$ cat config.mk
export PLATFORM = sky130hd
export DESIGN_NAME = rf_write_arbiter
export DESIGN_NICKNAME = d
export VERILOG_FILES = /design/src/rtl/rf_write_arbiter.sv
export SDC_FILE = /design/constraint.sdc
export NUM_CORES = 1
export LEC_CHECK = 0
export BUFFER_PORTS_ARGS = -buffer_cell sky130_fd_sc_hd__buf_4
export CAP_MARGIN = 25
export CORE_UTILIZATION = 40
export DETAILED_ROUTE_END_ITERATION = 10
export GPL_ROUTABILITY_DRIVEN = 0
export PLACE_DENSITY = 0.77
export SLEW_MARGIN = 20
export SYNTH_ARGS = -nofsm -noshare
export SYNTH_HDL_FRONTEND = slang
export SYNTH_SLANG_ARGS = --single-unit
$ cat constraint.sdc
create_clock -name clk -period 2.2 [get_ports clk]
set_clock_uncertainty 0.1 [all_clocks]
set_input_delay 0.33 -clock clk [delete_from_list [all_inputs] [get_ports clk]]
set_output_delay 0.33 -clock clk [all_outputs]
set_load 0.05 [all_outputs]
$ cat src/rtl/rf_write_arbiter.sv
// rf_write_arbiter: round-robin arbiter sharing the register-file write port among NREQ requesters, interleaved with reads
// Ports: clk, rst (async, active high); req_valid/req_addr/req_data in, req_ready out (one-hot grant);
// rd_req in, rd_grant out (next cycle is a read cycle); rf_we/rf_waddr/rf_wdata registered to WE3/A3/WD3;
// wr_count counts issued writes. Optional RF_ARB_X0_DROP_EN: handshake writes to address 0 but never issue them.
module rf_write_arbiter #(
  parameter int NREQ    = 4,
  parameter int AW      = 5,
  parameter int DW      = 32,
  parameter int MAXHOLD = 4
) (
  input  logic                 clk,
  input  logic                 rst,
  input  logic [NREQ-1:0]      req_valid,
  input  logic [NREQ*AW-1:0]   req_addr,
  input  logic [NREQ*DW-1:0]   req_data,
  output logic [NREQ-1:0]      req_ready,
  input  logic                 rd_req,
  output logic                 rd_grant,
  output logic                 rf_we,
  output logic [AW-1:0]        rf_waddr,
  output logic [DW-1:0]        rf_wdata,
  output logic [15:0]          wr_count
);
  localparam int PW = $clog2(NREQ);
  logic [PW-1:0] rr_ptr, gnt_idx, idx;
  logic [3:0]    hold_cnt;
  logic          found, force_wr, grant, we_n;
  logic [AW-1:0] gaddr;
  always_comb begin
    gnt_idx = rr_ptr;
    found   = 1'b0;
    idx     = rr_ptr;
    for (int k = 1; k <= NREQ; k++) begin
      idx = PW'((int'(rr_ptr) + k) % NREQ);
      if (!found && req_valid[idx]) begin
        found   = 1'b1;
        gnt_idx = idx;
      end
    end
  end
  assign force_wr  = hold_cnt >= 4'(MAXHOLD);
  assign grant     = found & (!rd_req | force_wr);
  assign req_ready = grant ? NREQ'(1) << gnt_idx : '0;
  assign rd_grant  = rd_req & !(force_wr & |req_valid);
  assign gaddr     = req_addr[gnt_idx*AW +: AW];
`ifdef RF_ARB_X0_DROP_EN
  assign we_n = grant & |gaddr;
`else
  assign we_n = grant;
`endif
  always_ff @(posedge clk or posedge rst) begin
    if (rst) begin
      rr_ptr   <= PW'(NREQ-1);
      hold_cnt <= 4'd0;
      rf_we    <= 1'b0;
      rf_waddr <= '0;
      rf_wdata <= '0;
      wr_count <= '0;
    end else begin
      rf_we    <= we_n;
      wr_count <= wr_count + 16'(rf_we);
      hold_cnt <= (grant | ~|req_valid) ? 4'd0 :
                  (rd_req & !force_wr & hold_cnt != 4'd15) ? hold_cnt + 4'd1 : hold_cnt;
      if (grant) begin
        rr_ptr   <= gnt_idx;
        rf_waddr <= gaddr;
        rf_wdata <= req_data[gnt_idx*DW +: DW];
      end
    end
  end
endmodule
==> metrics.txt, run 1 <==
outcome=finished, violations left; failing checks=setup timing; leading area contributor after synthesis=dfrtp_1; hold crit path type=input pin to flop; Core Footprint=9774 µm²; TritonCTS Buffers=9; TritonRoute pass-1 iters=5; Internal Power=0.003945 W; crit-path max FO=5; Clock power frac=0.128; CP max stage cell=dfstp_2; power density over the cells=1283 nW/µm²; Pleak=3.054 nW; commonest non-fill, non-tap cell in the layout=buf_4; Filler Cells Inserted=811; IO buf count=213; wire length of the first global-routing pass=21250 µm; FF-to-FF setup slack=0.13 ns; Buf+Inv Stages, Crit Path=3; HPWL Detailed=9753 µm; Setup WS post-layout=-0.07337 ns; DRT iter0 DRCs=195; Post-Layout Inst Area=6193 µm²; sw frac=0.5036; Die Y-Extent=102.6 µm; CP peak stage delay=0.58 ns; crit path cell chain=buf_4 > nand2b_4 > a21oi_4 > nor3_4 > buf_6 > nor3_4 > buf_6; Synth Area in XOR/XNOR=0.03031; Setup-failing EPs final=4; clk root buf=clkbuf_8; largest net degree at the start of global routing=56; Final Slew Violations=0; Yosys cell types=40; GRT Residual Overflow=0; final hold vios=0; H-tree depth=3; Clock Path Buffers=2; Synthesis Warnings=0; Initial Utilization=0.4139; DR WL/cell=18.95 µm; most frequent cells in the layout=buf_4, dfrtp_1, nand2_1; max_cap viols=0; Synth Area in Compound Gates=0.2750; Synth Register Bits=60; Post-Syn Area=4045 µm²; Vias/cell=5.710; Row Count=36; CTS clock-pin slew for the worst setup and hold paths=0.08 ns; slew margin rel.=0.6589; Final ANT Viol Nets=0; Die Width=102.6 µm; fin crit share=1.033; P&R area growth vs syn=53.11%; Async S/R FF share, synth=1.000; peak supply drop=0.6742 mV; Critical Path End=req_ready[3]; CTS tree=done; Comb power frac=0.640; top post-synthesis cells by area=dfrtp_1, o211ai_2, mux2i_1; Top Family by Delay on Critical Path=flip-flops; initial antenna violation count=0; CP Depth=7; layout cells sized above 1=0.5113; Least-Margin Pin Slew=0.5109 ns; Post-Layout Cell Count=755; drc violations=0; Total GRT Usage=0.2649; R2R Path Start=rr_ptr[0]; largest family of logic cells by synthesized area=compound AO/OA/AOI/OAI gates; CP Data Arrival Time=1.84 ns; number of synthesized flops with an enable pin=0; worst skew pair latency=0.33 ns; simple-gate share of the synthesized area=0.1522; CTS Sinks=60; critical setup path kind=flop to output pin; placed cell areas=5812 µm²; post-synthesis instance total=401; reg2reg end=rf_wdata[7]; Primary FF master, synth=dfrtp_1; Syn Area/Cell=10.09 µm²; Fmax achieved=439.9 MHz; RSZ-0062 raised after global routing=yes; R2R depth=8; Post-Synth Adder-Cell Area=0.009279; crit path launch type=flop; placed insts=726; Worst Setup End Kind=output pin; die area=10520 µm²; count of nets after finishing=775; Yosys top cell area share=0.3588; Flop pwr share=0.232; Worst setup startpoint=rr_ptr[0]; minimum clock period=2.273 ns; WP data required=1.77 ns; Sw Pwr=0.004003 W; syn_nets=559; antenna cells=0; drt total wl=14310 µm; vias in the first global route=4297; post-synthesis mux area share=0.09156; part of the Yosys area used for sequential elements=0.3718; via count=4311; IO Pins=214
## worst reg2reg max path: cells and delay by family (launching register included)
family | cells | cell delay (ns)
flops | 1 | 0.58
buf+inv | 3 | 0.51
simple gates | 1 | 0.07
compound gates | 4 | 0.73
## state kept, by name, indices dropped and copies added (netlist names)
register  count
rr_ptr        2
wr_count     16
rf_waddr      5
rf_we         1
rf_wdata     32
hold_cnt      4
## Yosys cell counts (2+ instances only)
library cell / count
dfrtp_1: 58
nand2_1: 46
nand4_1: 39
a211o_1: 37
mux2i_1: 37
o31ai_1: 37
o211ai_2: 30
buf_2: 19
clkbuf_1: 12
xnor2_1: 9
buf_4: 8
nand3_1: 7
nor2_1: 7
o211ai_1: 7
buf_6: 6
xor2_1: 5
a21o_1: 3
ha_1: 3
nor3_1: 3
a21oi_2: 2
and2_1: 2
and3_1: 2
dfstp_2: 2
inv_1: 2
nand2b_1: 2
nor2b_1: 2
## stage by stage
step / hold WS (ns) / TNS [ns] / total power (W) / utilization / worst slack, ns
floorplan: 0.3091 / -0.2058 / 0.005253 / - / -0.1277
global placement: 0.2974 / 0 / 0.006582 / 0.5946 / 0.1386
detailed placement: 0.3014 / 0 / 0.006669 / 0.5946 / 0.08311
CTS: 0.1805 / -0.1495 / 0.007867 / 0.6288 / -0.06286
global route: 0.1812 / -0.5368 / 0.008337 / 0.6336 / -0.1458
finish: 0.1954 / -0.2138 / 0.007948 / 0.6336 / -0.07337
## worst min path at each step
| stage | startpoint | to | slack [ns] | depth (start not counted) |
|---|---|---|---|---|
| global placement | rst | wr_count[6] | 0.30 | 2 |
| global route | req_data[51] | rf_wdata[19] | 0.18 | 3 |
| finish | req_data[46] | rf_wdata[14] | 0.20 | 3 |
| floorplan | hold_cnt[0] | hold_cnt[0] | 0.31 | 1 |
| CTS | req_data[57] | rf_wdata[25] | 0.18 | 3 |
| detailed placement | rst | wr_count[9] | 0.30 | 2 |
## cells by family (layout without fill, tap and decap cells)
family | Yosys count | in the layout
simple gates | 117 | 117
flops | 60 | 60
other cells | 1 | 1
buf+inv | 48 | 269
fa+ha+maj | 3 | 3
compound gates | 121 | 121
mux | 37 | 37
xor+xnor | 14 | 14
## metal layers
layer	vias up	track usage	wire, µm
met5	-	0	0
met2	222	0.4703	7409
met4	0	0.09890	255
met1	2090	0.3172	5511
li1	1976	-	-
met3	23	0.05017	1134
## power groups by stage
stage,clock network [W],registers [W],logic (W)
2_1_floorplan,0,0.00327,0.00199
3_3_place_gp,0,0.00185,0.00473
3_5_place_dp,0,0.00187,0.00480
4_1_cts,0.00104,0.00185,0.00498
5_1_grt,0.00109,0.00190,0.00534
6_report,0.00102,0.00184,0.00508
## final cells by class
cell class | count | area (µm²) | share of cell area
sequential | 60 | 1504 | 0.2428
timing repair buffer | 250 | 1972 | 0.3184
clock inverter | 7 | 76.32 | 0.01232
clock buffer | 9 | 123.9 | 0.02000
inverter | 3 | 11.26 | 0.001818
multi-input combinational | 293 | 2340 | 0.3778
tap | 133 | 166.4 | 0.02687
## what timing repair did
action                                 4_1_cts  5_1_grt
pin swaps                                    6        1
gates cloned                                 0        1
resized for setup                           13        3
buffers inserted                            10        1
setup endpoints to repair                    4       28
hold buffers                                 1        0
endpoints found under the hold margin       21        0
No activity file was read; power rests on OpenSTA's default activity.
==> run 2: changes to the inputs <==
==> constraint.sdc (replaced) <==
create_clock -name clk -period 2.2 [get_ports clk]
set_clock_uncertainty 0.1 [all_clocks]
set_input_delay 0.44 -clock clk [delete_from_list [all_inputs] [get_ports clk]]
set_output_delay 0.44 -clock clk [all_outputs]
set_load 0.05 [all_outputs]
==> run 2 against run 1 <==
The flow still finishes with violations (setup timing). Utilization grew 1.2 points. Die area is the same. Wire length shrank 0.87%. Hold slack lost 0.11 ns. Clock power grew 17%. Register-to-register slack lost 0.10 ns. Cell count shrank 0.79%. Count of clock-buffer cells in the layout grew 4. Largest cell class unchanged. Highest routed layer unchanged.
==> metrics.txt, run 2 (synthesis results as in run 1) <==
max FFs per register=32 (unchanged); peak supply drop=0.8466 mV (+26%); Least-Margin Pin Slew=0.6100 ns (+0.09909 ns); Largest Register=rf_wdata; failing checks=setup timing; met1 Resource Use GR=0.3027 (-0.01454); final hold vios=0 (unchanged); most used cell, CP=buf_6; Worst setup startpoint=rr_ptr[1]; Setup WS post-layout=-0.2041 ns (-0.1307 ns); drc violations=0 (unchanged); Die Y-Extent=102.6 µm (unchanged); CTS clock-pin slew for the worst setup and hold paths=0.07 ns (about the same); Final ANT Viol Nets=0 (unchanged); H-tree depth=3 (unchanged); initial antenna violation count=0 (unchanged); Die Width=102.6 µm (unchanged); outcome=finished, violations left; layout cells sized above 1=0.5179 (+0.006603); wire length of the first global-routing pass=20310 µm (-4.4%); CP Data Arrival Time=1.86 ns (+0.02 ns); IO Pins=214 (unchanged); RSZ-0062 raised after global routing=yes; crit path launch type=flop; worst skew pair latency=0.33 ns (about the same); Final Slew Violations=0 (unchanged); GRT Residual Overflow=0 (unchanged); commonest non-fill, non-tap cell in the layout=buf_4; Regs by FF count=rf_wdata (32), wr_count (16), rf_waddr (5); Post-Layout Inst Area=6315 µm² (+2.0%); placed cell areas=5826 µm² (+0.24%); Vias/cell=5.758 (+0.85%); Worst Setup End Kind=output pin; slew margin rel.=0.5928 (-0.06616); Row Count=36 (unchanged); vias in the first global route=4166 (-3.0%); Setup-failing EPs final=4 (unchanged); Core Footprint=9774 µm² (unchanged); Power, Total=0.008252 W (+3.8%); CP peak stage delay=0.56 ns (-0.02 ns); Global Route met3 Usage=0.05356 (+0.003390); CP max stage cell=dfstp_2; Initial Utilization=0.4139 (unchanged); power density over the cells=1307 nW/µm² (+1.8%); CTS tree=done; Util after Layout=0.6461 (+0.01242); grt met2 use=0.4538 (-0.01641); Total GRT Usage=0.2571 (-0.007767); critical setup path kind=flop to output pin; TritonCTS Buffers=9 (unchanged); drt total wl=14190 µm (-0.87%); gr busiest metal=met2; clk root buf=clkbuf_8; crit path cell chain=buf_6 > a31o_4 > o32ai_4 > buf_12 > nor4b_4 > buf_6; DRT iter0 DRCs=225 (+15%); hold crit path type=input pin to asynchronous set/reset pin; WP data required=1.66 ns (-0.11 ns); CTS Sinks=60 (unchanged); die area=10520 µm² (unchanged); Pleak=3.070 nW (+0.52%); TritonRoute pass-1 iters=5 (unchanged); DR WL/cell=18.94 µm (about the same); Top Family by Delay on Critical Path=flip-flops; Buf+Inv Stages, Crit Path=3 (unchanged); placed insts=722 (-0.55%); antenna cells=0 (unchanged); fin crit share=1.093 (+0.05943); P&R area growth vs syn=56.11%; largest net degree at the start of global routing=51 (-8.9%); Post-Layout Cell Count=749 (-0.79%); Clock Path Buffers=2 (unchanged); crit-path max FO=5 (unchanged); max_cap viols=0 (unchanged); IO buf count=213 (unchanged); HPWL Detailed=9422 µm (-3.4%); Fmax achieved=416.0 MHz (-5.4%); count of nets after finishing=769 (-0.77%); most frequent cells in the layout=buf_4, dfrtp_1, nand2_1; via count=4313 (+0.046%); R2R Path Start=rr_ptr[1]; minimum clock period=2.404 ns (+0.1307 ns)
-- run 2: changes by cell type in the layout (fill, tap and decap cells not counted), moves of 2 or more --
cell / change
buf_12: +5
buf_4: -11
clkbuf_8: +3
clkinv_4: -2
mux2i_1: -7
mux2i_2: +3
mux2i_4: +4
-- run 2: path summary, 6_finish.rpt --
check,slack [ns],end,depth (start not counted)
min in group clk,0.30,rf_waddr[4],3
hold / removal,0.09,rf_wdata[0],2
setup / recovery,-0.20,req_ready[2],6
hold reg to reg,0.34,hold_cnt[0],1
setup reg to reg,0.03,rf_wdata[7],7
max in group asynchronous,1.30,rf_wdata[19],3
-- run 2: per-stage QoR --
stage                     setup WS, ns  TNS [ns]  hold slack (ns)
after CTS                      -0.2170   -0.7162          0.08925
final                          -0.2041   -0.6757          0.08852
after global routing           -0.2759    -1.111           0.1121
after detailed placement       0.03737         0           0.3290
after floorplan                -0.2478   -0.5328           0.3091
after global placement         0.09236         0           0.3199
-- run 2: area by class of cell --
cell class / count / area, µm²
Clock buffer: 13 / 168.9
Clock inverter: 3 / 67.56
Fill cell: 774 / 3460
Inverter: 3 / 11.26
Multi-Input combinational cell: 293 / 2405
Sequential cell: 60 / 1504
Tap cell: 133 / 166.4
Timing Repair Buffer: 244 / 1992
-- run 2: timing repair --
action,CTS,global route
buffers inserted,9,1
pin swaps,5,3
hold buffers,0,0
cloned,0,2
endpoints found under the setup margin,4,21
resized for setup,14,14
-- run 2: routing by layer --
metal	part of all wire	vias to the layer above	wire length, µm
li1	-	1960	-
met1	0.38	2071	5454
met2	0.51	241	7222
met3	0.073	41	1034
met4	0.033	0	474
met5	0	-	0
-- run 2: power breakdown --
group          switching (W)  internal (W)
clock               0.000453      0.000732
sequential          0.000310       0.00154
combinational        0.00323       0.00198
total                0.00400       0.00426
==> run 3: changes to the inputs <==
CORE_UTILIZATION = 46   (was 40)
PLACE_DENSITY = 0.87   (was 0.77)
clock period = 2.5 ns   (was 2.2 ns; I/O delays follow)
==> run 3 against run 2 <==
The run now ends clean. Via count is 0.16% lower. Critical path type unchanged. Cell area is 3.4% lower. Utilization is 8.1 points higher. Hold slack worse by 0.058 ns. Critical endpoint is now req_ready[1].
==> metrics.txt, run 3 (synthesis results as in run 1) <==
Worst Setup End Kind=output pin; crit path launch type=flop; power density over the cells=1159 nW/µm² (-11%); R2R Path Start=rr_ptr[1]; vias in the first global route=4145 (-0.50%); DRT met1 WL=5102 µm (-6.5%); Reg area=1504 µm² (unchanged); Core Footprint=8382 µm² (-14%); Final ANT Viol Nets=0 (unchanged); final hold vios=0 (unchanged); Die Width=95.78 µm (-6.6%); Regs by FF count=rf_wdata (32), wr_count (16), rf_waddr (5); P&R area growth vs syn=50.73%; FF-to-FF setup slack=0.22 ns (+0.19 ns); CP Depth=6 (unchanged); TritonRoute pass-1 iters=5 (unchanged); initial antenna violation count=0 (unchanged); DR WL/cell=19.32 µm (+2.0%); sum of negative setup slack=0 ns (+0.6757 ns); GRT Residual Overflow=0 (unchanged); layout cells sized above 1=0.5033 (-0.01460); commonest non-fill, non-tap cell in the layout=buf_4; largest net degree at the start of global routing=47 (-7.8%); Critical Path End=req_ready[1]; Largest Register=rf_wdata; CTS Sinks=60 (unchanged); Final Slew Violations=0 (unchanged); CP max stage cell=dfstp_2; IO Pins=214 (unchanged); Die Y-Extent=95.78 µm (-6.6%); CTS clock-pin slew for the worst setup and hold paths=0.08 ns (about the same); Top Family by Delay on Critical Path=flip-flops; die area=9173 µm² (-13%); CP peak stage delay=0.61 ns (+0.05 ns); count of nets after finishing=767 (-0.26%); max FFs per register=32 (unchanged); placed cell areas=5720 µm² (-1.8%); antenna cells=0 (unchanged); Initial Utilization=0.4826 (+0.06876); DRT iter0 DRCs=130 (-42%); wire length of the first global-routing pass=20530 µm (+1.1%); Worst setup startpoint=rr_ptr[1]; H-tree depth=3 (unchanged); TritonCTS Buffers=9 (unchanged); R2R depth=8 (+1); via count=4306 (-0.16%); Filler Cells Inserted=587 (-24%); hold crit path type=input pin to asynchronous set/reset pin; drc violations=0 (unchanged); max_cap viols=0 (unchanged); WP data required=1.90 ns (+0.24 ns); Setup-failing EPs final=0 (-4); reg2reg end=rf_wdata[5]; Setup WS post-layout=0.01194 ns (+0.2161 ns); Row Count=33 (-8.3%); hold_ws=0.03050 ns (-0.05802 ns); drt total wl=13890 µm (-2.1%); worst skew pair latency=0.32 ns (about the same); Clock Path Buffers=2 (unchanged); peak supply drop=0.6049 mV (-29%); Vias/cell=5.989 (+4.0%); Place WS=0.2307 ns (+0.1933 ns); clk root buf=clkbuf_8; Pleak=3.023 nW (-1.5%); Power, Total=0.007069 W (-14%); met3 wire length=1196 µm (+16%); critical setup path kind=flop to output pin; Comb power frac=0.615 (-0.017); fin crit share=0.9952; crit-path max FO=6 (+1); routed wl met2=7315 µm (+1.3%); CP Data Arrival Time=1.89 ns (+0.03 ns); CTS tree=done; Fmax achieved=401.9 MHz; RSZ-0062 raised after global routing=yes; Flop pwr share=0.230 (+0.005); top sig layer=met4; crit path cell chain=a21oi_2 > a31o_4 > o32ai_4 > nand2_2 > nor2_2 > buf_6; Buf+Inv Stages, Crit Path=1 (-2); outcome=finished, final reports clean; Clock power frac=0.155 (+0.011); footprint of the multi-input gates=2344 µm² (-2.5%); Internal Power=0.003587 W (-16%); minimum clock period=2.488 ns; Sw Pwr=0.003482 W (-13%); HPWL Detailed=9478 µm (+0.59%); sw frac=0.4926 (+0.008297); Total GRT Usage=0.2977 (+0.04057); IO buf count=213 (unchanged); most frequent cells in the layout=buf_4, dfrtp_1, nand2_1; Post-Layout Inst Area=6097 µm² (-3.4%)
## run 3: cell type report
| cell class | count | area share |
|---|---|---|
| multi-input combinational | 293 | 0.3844 |
| timing repair buffer | 242 | 0.3049 |
| sequential | 60 | 0.2467 |
| tap | 105 | 0.02155 |
| clock buffer | 9 | 0.02032 |
| clock inverter | 7 | 0.02032 |
| inverter | 3 | 0.001847 |
## run 3: power groups by stage
stage	combinational, W	sequential (W)	clock, W
floorplan	0.00175	0.00287	0
detailed placement	0.00417	0.00164	0
CTS	0.00423	0.00163	0.00111
finish	0.00435	0.00163	0.00109
global placement	0.00409	0.00163	0
global route	0.00455	0.00167	0.00116
## run 3: repair_timing
item                                    CTS  global route
gates cloned                              0             0
pin swaps                                 1             8
endpoints found under the setup margin    4             4
hold endpoints to repair                  0             0
buffers inserted                          3             6
hold buffers                              0             0
gates resized for setup                   3            12
## run 3: worst min path at each step
stage | startpoint | end | slack, ns | cells past startpoint
global placement | hold_cnt[0] | hold_cnt[0] | 0.32 | 1
finish | rst | wr_count[5] | 0.03 | 2
CTS | rst | wr_count[5] | 0.03 | 2
floorplan | hold_cnt[0] | hold_cnt[0] | 0.31 | 1
global route | rst | wr_count[8] | 0.04 | 2
detailed placement | hold_cnt[0] | hold_cnt[0] | 0.33 | 1
## run 3: layer usage
metal / up-vias / GRT usage
li1: 1957 / -
met1: 2084 / 0.3315
met2: 239 / 0.5536
met3: 26 / 0.05845
met4: 0 / 0.1182
met5: - / 0
## run 3: worst register-to-register path, stage by stage (launching register included)
cell and delay [ns]:
dfstp_2 0.61, nor2_1 0.08, and2_4 0.17, nor3_4 0.24, buf_6 0.16, buf_4 0.12, buf_4 0.31, mux2i_1 0.28
o211ai_2 0.09
## run 3: metrics by stage
step	util	cells
final	0.7274	719
after global routing	0.7274	719
after CTS	0.7164	713
after detailed placement	0.6825	694
after global placement	0.6825	694
after floorplan	-	401
